<file path="config.mk">
export PLATFORM = sky130hd
export DESIGN_NAME = seq_div_unit
export DESIGN_NICKNAME = d
export VERILOG_FILES = /design/src/rtl/seq_div_unit.sv
export SDC_FILE = /design/constraint.sdc
export NUM_CORES = 1
export LEC_CHECK = 0
export CAP_MARGIN = 5
export CORE_MARGIN = 2
export CORE_UTILIZATION = 61
export CTS_CLUSTER_SIZE = 30
export DETAILED_ROUTE_END_ITERATION = 10
export GPL_TIMING_DRIVEN = 0
export PLACE_DENSITY_LB_ADDON = 0.15
export SLEW_MARGIN = 0
export SYNTH_ARGS = -nofsm -noshare
export SYNTH_HDL_FRONTEND = slang
export SYNTH_SLANG_ARGS = --single-unit
</file>
<file path="constraint.sdc">
create_clock -name clk -period 4.8 [get_ports clk]
set_input_delay 0.48 -clock clk [delete_from_list [all_inputs] [get_ports clk]]
set_output_delay 0.48 -clock clk [all_outputs]
set_load 0.1 [all_outputs]
</file>
<file path="src/rtl/seq_div_unit.sv">
// seq_div_unit: multi-cycle restoring divider, one quotient bit per clock, signed/unsigned.
// Optional macro DIV_EARLY_OUT_EN: skip the iteration loop when |dividend| < |divisor|.
module seq_div_unit #(
    parameter int WIDTH = 32,
    parameter int CNT_W = $clog2(WIDTH) + 1
) (
    input  logic             clk,
    input  logic             rst_n,
    input  logic             start,
    input  logic             is_signed,
    input  logic [WIDTH-1:0] dividend,
    input  logic [WIDTH-1:0] divisor,
    input  logic             flush,
    output logic             busy,
    output logic             done,
    output logic [WIDTH-1:0] quotient,
    output logic [WIDTH-1:0] remainder,
    output logic             div0
);

    typedef enum logic [2:0] {S_IDLE, S_LOAD, S_CALC, S_FIX, S_DONE} state_t;

    localparam logic [CNT_W-1:0] ITER = CNT_W'(WIDTH);

    state_t           state_q, state_d;
    logic [WIDTH-1:0] dvd_q, dvd_d;
    logic [WIDTH-1:0] dvs_q, dvs_d;
    logic [WIDTH-1:0] rem_q, rem_d;
    logic [WIDTH-1:0] quo_q, quo_d;
    logic [WIDTH-1:0] q_out_q, q_out_d;
    logic [WIDTH-1:0] r_out_q, r_out_d;
    logic [CNT_W-1:0] cnt_q, cnt_d;
    logic             sgn_q, sgn_d;
    logic             q_neg_q, q_neg_d;
    logic             r_neg_q, r_neg_d;
    logic             zero_q, zero_d;
    logic             skip_q, skip_d;
    logic             div0_q, div0_d;

    logic [WIDTH-1:0] dvd_abs, dvs_abs, diff;
    logic [WIDTH:0]   part;
    logic             accept, early;

    always_comb begin
        dvd_abs = (sgn_q && dvd_q[WIDTH-1]) ? -dvd_q : dvd_q;
        dvs_abs = (sgn_q && dvs_q[WIDTH-1]) ? -dvs_q : dvs_q;
        // Partial remainder before the shift is below the divisor, so the
        // low WIDTH bits of the difference are exact whenever part >= divisor.
        part    = {rem_q, quo_q[WIDTH-1]};
        diff    = part[WIDTH-1:0] - dvs_q;
        accept  = start && !flush && (state_q == S_IDLE || state_q == S_DONE);
`ifdef DIV_EARLY_OUT_EN
        early   = (dvs_q != '0) && (dvd_abs < dvs_abs);
`else
        early   = 1'b0;
`endif

        state_d = state_q;
        dvd_d   = dvd_q;
        dvs_d   = dvs_q;
        rem_d   = rem_q;
        quo_d   = quo_q;
        q_out_d = q_out_q;
        r_out_d = r_out_q;
        cnt_d   = cnt_q;
        sgn_d   = sgn_q;
        q_neg_d = q_neg_q;
        r_neg_d = r_neg_q;
        zero_d  = zero_q;
        skip_d  = skip_q;
        div0_d  = div0_q;

        if (accept) begin
            dvd_d = dividend;
            dvs_d = divisor;
            sgn_d = is_signed;
        end

        case (state_q)
            S_IDLE: begin
                if (accept) state_d = S_LOAD;
            end
            S_LOAD: begin
                dvs_d   = dvs_abs;
                quo_d   = dvd_abs;
                rem_d   = '0;
                q_neg_d = sgn_q & (dvd_q[WIDTH-1] ^ dvs_q[WIDTH-1]);
                r_neg_d = sgn_q & dvd_q[WIDTH-1];
                zero_d  = (dvs_q == '0);
                skip_d  = early;
                // Special-result paths enter CALC already exhausted, giving them
                // the same fixed short latency without a dedicated state.
                cnt_d   = ((dvs_q == '0) || early) ? ITER : '0;
                state_d = S_CALC;
            end
            S_CALC: begin
                if (cnt_q == ITER) begin
                    state_d = S_FIX;
                end else begin
                    cnt_d = cnt_q + 1'b1;
                    if (part >= {1'b0, dvs_q}) begin
                        rem_d = diff;
                        quo_d = {quo_q[WIDTH-2:0], 1'b1};
                    end else begin
                        rem_d = part[WIDTH-1:0];
                        quo_d = {quo_q[WIDTH-2:0], 1'b0};
                    end
                end
            end
            S_FIX: begin
                state_d = S_DONE;
                if (zero_q) begin
                    q_out_d = '1;
                    r_out_d = dvd_q;
                    div0_d  = 1'b1;
                end else if (skip_q) begin
                    q_out_d = '0;
                    r_out_d = dvd_q;
                    div0_d  = 1'b0;
                end else begin
                    q_out_d = q_neg_q ? -quo_q : quo_q;
                    r_out_d = r_neg_q ? -rem_q : rem_q;
                    div0_d  = 1'b0;
                end
            end
            S_DONE: begin
                state_d = accept ? S_LOAD : S_IDLE;
            end
            default: state_d = S_IDLE;
        endcase

        if (flush) state_d = S_IDLE;
    end

    always_ff @(posedge clk or negedge rst_n) begin
        if (!rst_n) begin
            state_q <= S_IDLE;
            dvd_q   <= '0;
            dvs_q   <= '0;
            rem_q   <= '0;
            quo_q   <= '0;
            q_out_q <= '0;
            r_out_q <= '0;
            cnt_q   <= '0;
            sgn_q   <= 1'b0;
            q_neg_q <= 1'b0;
            r_neg_q <= 1'b0;
            zero_q  <= 1'b0;
            skip_q  <= 1'b0;
            div0_q  <= 1'b0;
        end else begin
            state_q <= state_d;
            dvd_q   <= dvd_d;
            dvs_q   <= dvs_d;
            rem_q   <= rem_d;
            quo_q   <= quo_d;
            q_out_q <= q_out_d;
            r_out_q <= r_out_d;
            cnt_q   <= cnt_d;
            sgn_q   <= sgn_d;
            q_neg_q <= q_neg_d;
            r_neg_q <= r_neg_d;
            zero_q  <= zero_d;
            skip_q  <= skip_d;
            div0_q  <= div0_d;
        end
    end

    assign busy      = (state_q == S_LOAD) || (state_q == S_CALC) || (state_q == S_FIX);
    assign done      = (state_q == S_DONE);
    assign quotient  = q_out_q;
    assign remainder = r_out_q;
    assign div0      = div0_q;

endmodule

</file>
[After elaboration in Yosys (flattened, before gate mapping)]
Index checks and enable logic that the tools add are counted.
Operators by class
  add/subtract/negate cells: 6
  magnitude comparators: 1
  equal/unequal tests: 9
  multiplexer cells: 23
  bitwise logic cells: 3
  reductions and logical operators: 15
Operator list (count)
  32-bit 2-to-1 mux: 11
  32-bit negator: 4
  32-bit one-hot mux with 2 select lines: 2
  33-bit by 32-bit >= comparator with 1-bit output: 1
  32-bit zero test: 1
  32-bit subtractor: 1
  3-bit one-hot mux with 5 select lines: 1
  6-bit 2-to-1 mux: 2
  6-bit one-hot mux with 2 select lines: 1
  3-bit 2-to-1 mux: 3
  6-bit by 1-bit adder with 6-bit output, second input constant: 1
  3-bit by 2-bit == test with 1-bit output, second input constant: 2
  6-bit == test, second input constant: 1
  3-bit != test, second input constant: 2
  2-bit AND reduction: 3
  1-bit logical AND: 4
  2-bit != test, second input constant: 2
  2-bit nonzero test: 2
  3-bit by 1-bit == test with 1-bit output, second input constant: 1
  3-bit == test, second input constant: 1
  3-bit zero test: 1
  1-bit logical OR: 3
  1-bit 2-to-1 mux: 3
  1-bit bitwise AND: 2
  2 further kinds: 2
Storage, ports and cells
  register bits after elaboration: 206
  input bits: 69
  logic and storage cells: 70

[Depth between registers and ports, before layout]
  depth after elaboration: 6
  gate-level depth with buffers: 12

[Least setup slack after synthesis]
No wires, ideal clock.
  kind: reg-to-reg
  from: reg dvs_q[6]
  to: reg rem_q[2]
  library setup time: 122 ps
  arrival: 2761 ps
  data required time: 4678 ps
  setup slack: 1918 ps
  cell stages (with the launch flop): 12
  clock period less this slack: 2882 ps
  cell sequence: dfrtp_1 > inv_1 > ha_1 > a211oi_1 > o21a_1 > nor2_1 > o311ai_0 > a21oi_1 > o2111ai_1 > clkbuf_1 > nand3_1 > a32o_1
Between the ends
  cells in the longest elaborated chain, start to end: 4
Ends and longest elaborated chain
  start: declaration: RTL line 27  | logic [WIDTH-1:0] dvs_q, dvs_d;
  start signal: assignment: RTL line 154  | dvs_q <= dvs_d;
  33-bit by 32-bit >= comparator with 1-bit output: RTL line 101  | if (part >= {1'b0, dvs_q}) begin
  32-bit 2-to-1 mux: RTL line 101
  32-bit 2-to-1 mux: RTL line 97  | if (cnt_q == ITER) begin
  32-bit one-hot mux with 2 select lines: RTL line 79  | case (state_q)
  end signal: assignment: RTL line 155  | rem_q <= rem_d;
  end: declaration: RTL line 28  | logic [WIDTH-1:0] rem_q, rem_d;
No other way between the ends. The select of a mux whose other input is x is not followed.
A chain may end at the register's enable or synchronous reset.

[Worst setup path after layout]
  from: reg dvs_q[1]
  to: reg rem_q[26]
Between the ends
  cells in the longest elaborated chain, start to end: 4
Ends and longest elaborated chain (RTL line)
  32-bit subtractor / 33-bit by 32-bit >= comparator with 1-bit output (equally long branches): 50, 101
  32-bit 2-to-1 mux (*): 101
  32-bit 2-to-1 mux (*): 97
  32-bit one-hot mux with 2 select lines (*): 79
Mark *: on every way between the ends. The rest lies on a longest branch, timed or not. The select of a mux whose other input is x is not followed.

==> run summary <==
Cells after DPL -> 1996
register area share after synthesis -> 39.0%
global-route wire length before repair -> 69.7 mm
Ports -> 136
clock latency on the worst-skew pair -> 530 ps
CP cell instances -> inv_1 > ha_1 > nor2b_1 > o21bai_1 > a211oi_1 > o311ai_0 > a21oi_1 > o2111a_1 > buf_2 > o21ai_0 > o21ai_0
Die Y-Extent -> 151 µm
Synth area leader -> dfrtp_1
I/O Buffers -> 135
Worst Setup SP -> dvs_q[1]$_DFFE_PN0P_
CP required -> 5150 ps
final worst setup slack -> 833 ps
Non-Filler Instances -> 2036
Syn Inst Count -> 1585
WS Path Type -> flop to flop
min Tclk post-route -> 3970 ps
Setup TNS -> 0 ps
Critical Path AT -> 4320 ps
Initial DRC Count -> 1271
endpoint class of the critical path -> flop
run status -> complete, but fails checks
worst slew pin tran -> 1140 ps
max-cap viol count -> 0
maximum VDD drop -> 348 µV
worst setup path end -> rem_q[26]$_DFFE_PN0P_
P&R area growth vs syn -> 19.1%
cts hold-fix bufs -> 0
async set or reset register ratio after synthesis -> 100%
initial antenna violation count -> 0
CP max-delay cell -> o311ai_0
Core Box Area -> 21200 µm²
Mean Syn Cell Area -> 8.34 µm²
worst hold path class -> primary input to async pin
GRT Overall Usage -> 39.4%
failing checks -> hold timing
router iterations before antenna repair -> 6
root buffer cell -> clkbuf_16
pre-CTS setup slack -> 1010 ps
layout cells sized above 1 -> 5.05%
CP peak stage delay -> 650 ps
Mapped Area -> 13200 µm²
Reg clk slew, reported paths -> 60 ps
worst-case reg-to-reg path depth -> 11
final hold violations -> 10
synth warn -> 0
reg2reg start -> dvs_q[1]$_DFFE_PN0P_
total congestion overflow -> 0
final hold slack -> -31.4 ps
power per cell area -> 694 nW/µm²
Max-Slew Margin vs Limit -> 23.6%
fin. max-slew vios -> 0
pin count of the biggest net entering global routing -> 111
most used cell, CP -> o21ai_0
total power -> 10.9 mW
critical path buffer and inverter count -> 2
ys flop type -> dfrtp_1
Final Wtd Congestion -> 0.979
Max Freq -> 252 MHz
Synthesized Nets -> 1693
final setup fails -> 0
Max clock buf depth -> 3
R2R Setup Slk -> 830 ps
HPWL Detailed -> 33.5 mm
commonest non-fill, non-tap cell in the layout -> dfrtp_1
type of origin of the critical path -> flop
RSZ-0062 raised after global routing -> no
row count -> 53
WL final -> 44.6 mm
worst-path fanout max -> 10
Distinct cells, synth -> 69
CTS Sinks -> 206
FF-to-FF End -> rem_q[26]$_DFFE_PN0P_
Final #Nets -> 1854
WP depth -> 11
Die Area -> 22900 µm²
Worst Skew -> 24.1 ps
final worst-path cycle share -> 82.7%
FF+latch count, synth -> 206
Post-synth EDFFs -> 0
largest cells by area after synthesis -> dfrtp_1, a21oi_1, o21ai_0, nand2_1, xor2_1
vias per inst -> 6.62
top cell family by delay on the critical path -> compound AO/OA/AOI/OAI gates
Routed wire per std cell -> 21.9 µm
most frequent cells in the layout -> dfrtp_1, nand2_1, a21oi_1
Leak -> 6.66 nW
DRC -> 0
Antenna Cells -> 0
Starting Density -> 62.5%
# H-tree levels -> 1
final antenna-violating net count -> 0
vias post-DR -> 13.5k
CTS tree -> built
Setup Buffers After CTS -> 0
Die X -> 151 µm
Yosys top cell area share -> 39.0%
CTS resizes -> 0
CTS buffer count -> 23
vias in the first global route -> 13.2k
-- logic make-up (layout without fill, tap and decap cells) --
| group | after synthesis | count (layout) | share of synthesized area [%] |
|---|---|---|---|
| and+or+nand+nor | 531 | 531 | 18.9 |
| AOI/OAI and AO/OA | 502 | 502 | 23.3 |
| DFF | 206 | 206 | 39.0 |
| buffers and inverters | 158 | 334 | 4.51 |
| xor gates and xnor gates | 110 | 110 | 7.29 |
| adders and majority gates | 39 | 39 | 3.75 |
| muxes | 39 | 39 | 3.25 |
-- through the flow --
stage | util [%] | hold slack [ps] | area (µm²)
2_1_floorplan | - | 184 | 13200
3_3_place_gp | 70.5 | 467 | 14900
3_5_place_dp | 70.7 | 470 | 14900
4_1_cts | 74.4 | 4.08 | 15700
5_1_grt | 74.4 | 42.6 | 15700
6_report | 74.4 | -31.4 | 15700
-- Yosys cell counts (4+ instances only) --
master,number
dfrtp_1,206
a211oi_1,15
mux2_2,31
o31ai_1,27
buf_1,10
or3_1,22
a221o_1,8
a21oi_1,166
nor2_1,138
nor4_1,19
nand2_1,173
o211ai_1,26
o22ai_1,22
inv_1,62
a41oi_1,5
nor3_1,65
and3_1,18
nand4_1,10
o41ai_1,11
nor3b_1,5
clkbuf_1,84
and2_1,6
a21o_1,14
nand3_1,33
ha_1,38
o21ai_2,4
o21a_1,5
a31oi_1,18
a22oi_1,6
or4_1,9
nor2b_1,5
xnor2_1,36
xor2_1,74
o21ai_0,135
o2111ai_1,4
nand2b_1,9
mux2i_1,8
-- cell type report --
type / count / area, µm²
buffer: 96 / 363
clock buffer: 28 / 614
clock inverter: 12 / 183
fill: 1584 / 5410
inverter: 62 / 233
multi-input combinational: 1221 / 7470
sequential: 206 / 5150
tap: 275 / 344
timing repair buffer: 136 / 1380
-- flip-flops by register name, indices dropped and copies added (netlist names), 3 cells and up --
register,count
cnt_q,6
dvd_q,32
dvs_q,32
quo_q,32
quotient,32
rem_q,32
remainder,32
state_q,3
-- worst min path at each step --
stage,to
after floorplan,cnt_q[0]$_DFFE_PN0P_
after global placement,remainder[9]$_DFFE_PN0P_
after detailed placement,quotient[0]$_DFFE_PN0P_
after CTS,quotient[27]$_DFFE_PN0P_
after global routing,quotient[27]$_DFFE_PN0P_
final,quotient[27]$_DFFE_PN0P_
-- power breakdown --
part	switching, mW	internal [mW]	leakage (nW)	total (mW)
registers	0.766	2.36	2.60	3.12
logic	4.14	1.78	3.67	5.93
clock network	0.746	1.13	0.384	1.88
-- worst reg2reg max path, stage by stage, from the launching register on --
cell      delay [ps]
dfrtp_1          410
inv_1            250
ha_1             310
nor2b_1          150
o21bai_1         300
a211oi_1         210
o311ai_0         650
a21oi_1          240
o2111a_1         330
buf_2            210
o21ai_0          520
o21ai_0          230
-- metal layers --
metal | global-route usage (%) | up-vias | part of all wire, %
li1 | - | 6043 | -
met1 | 46.1 | 6415 | 35
met2 | 67.0 | 818 | 48
met3 | 5.87 | 205 | 8.8
met4 | 26.8 | 0 | 7.7
met5 | 0 | - | 0
Power figures use the tool's default switching activity.
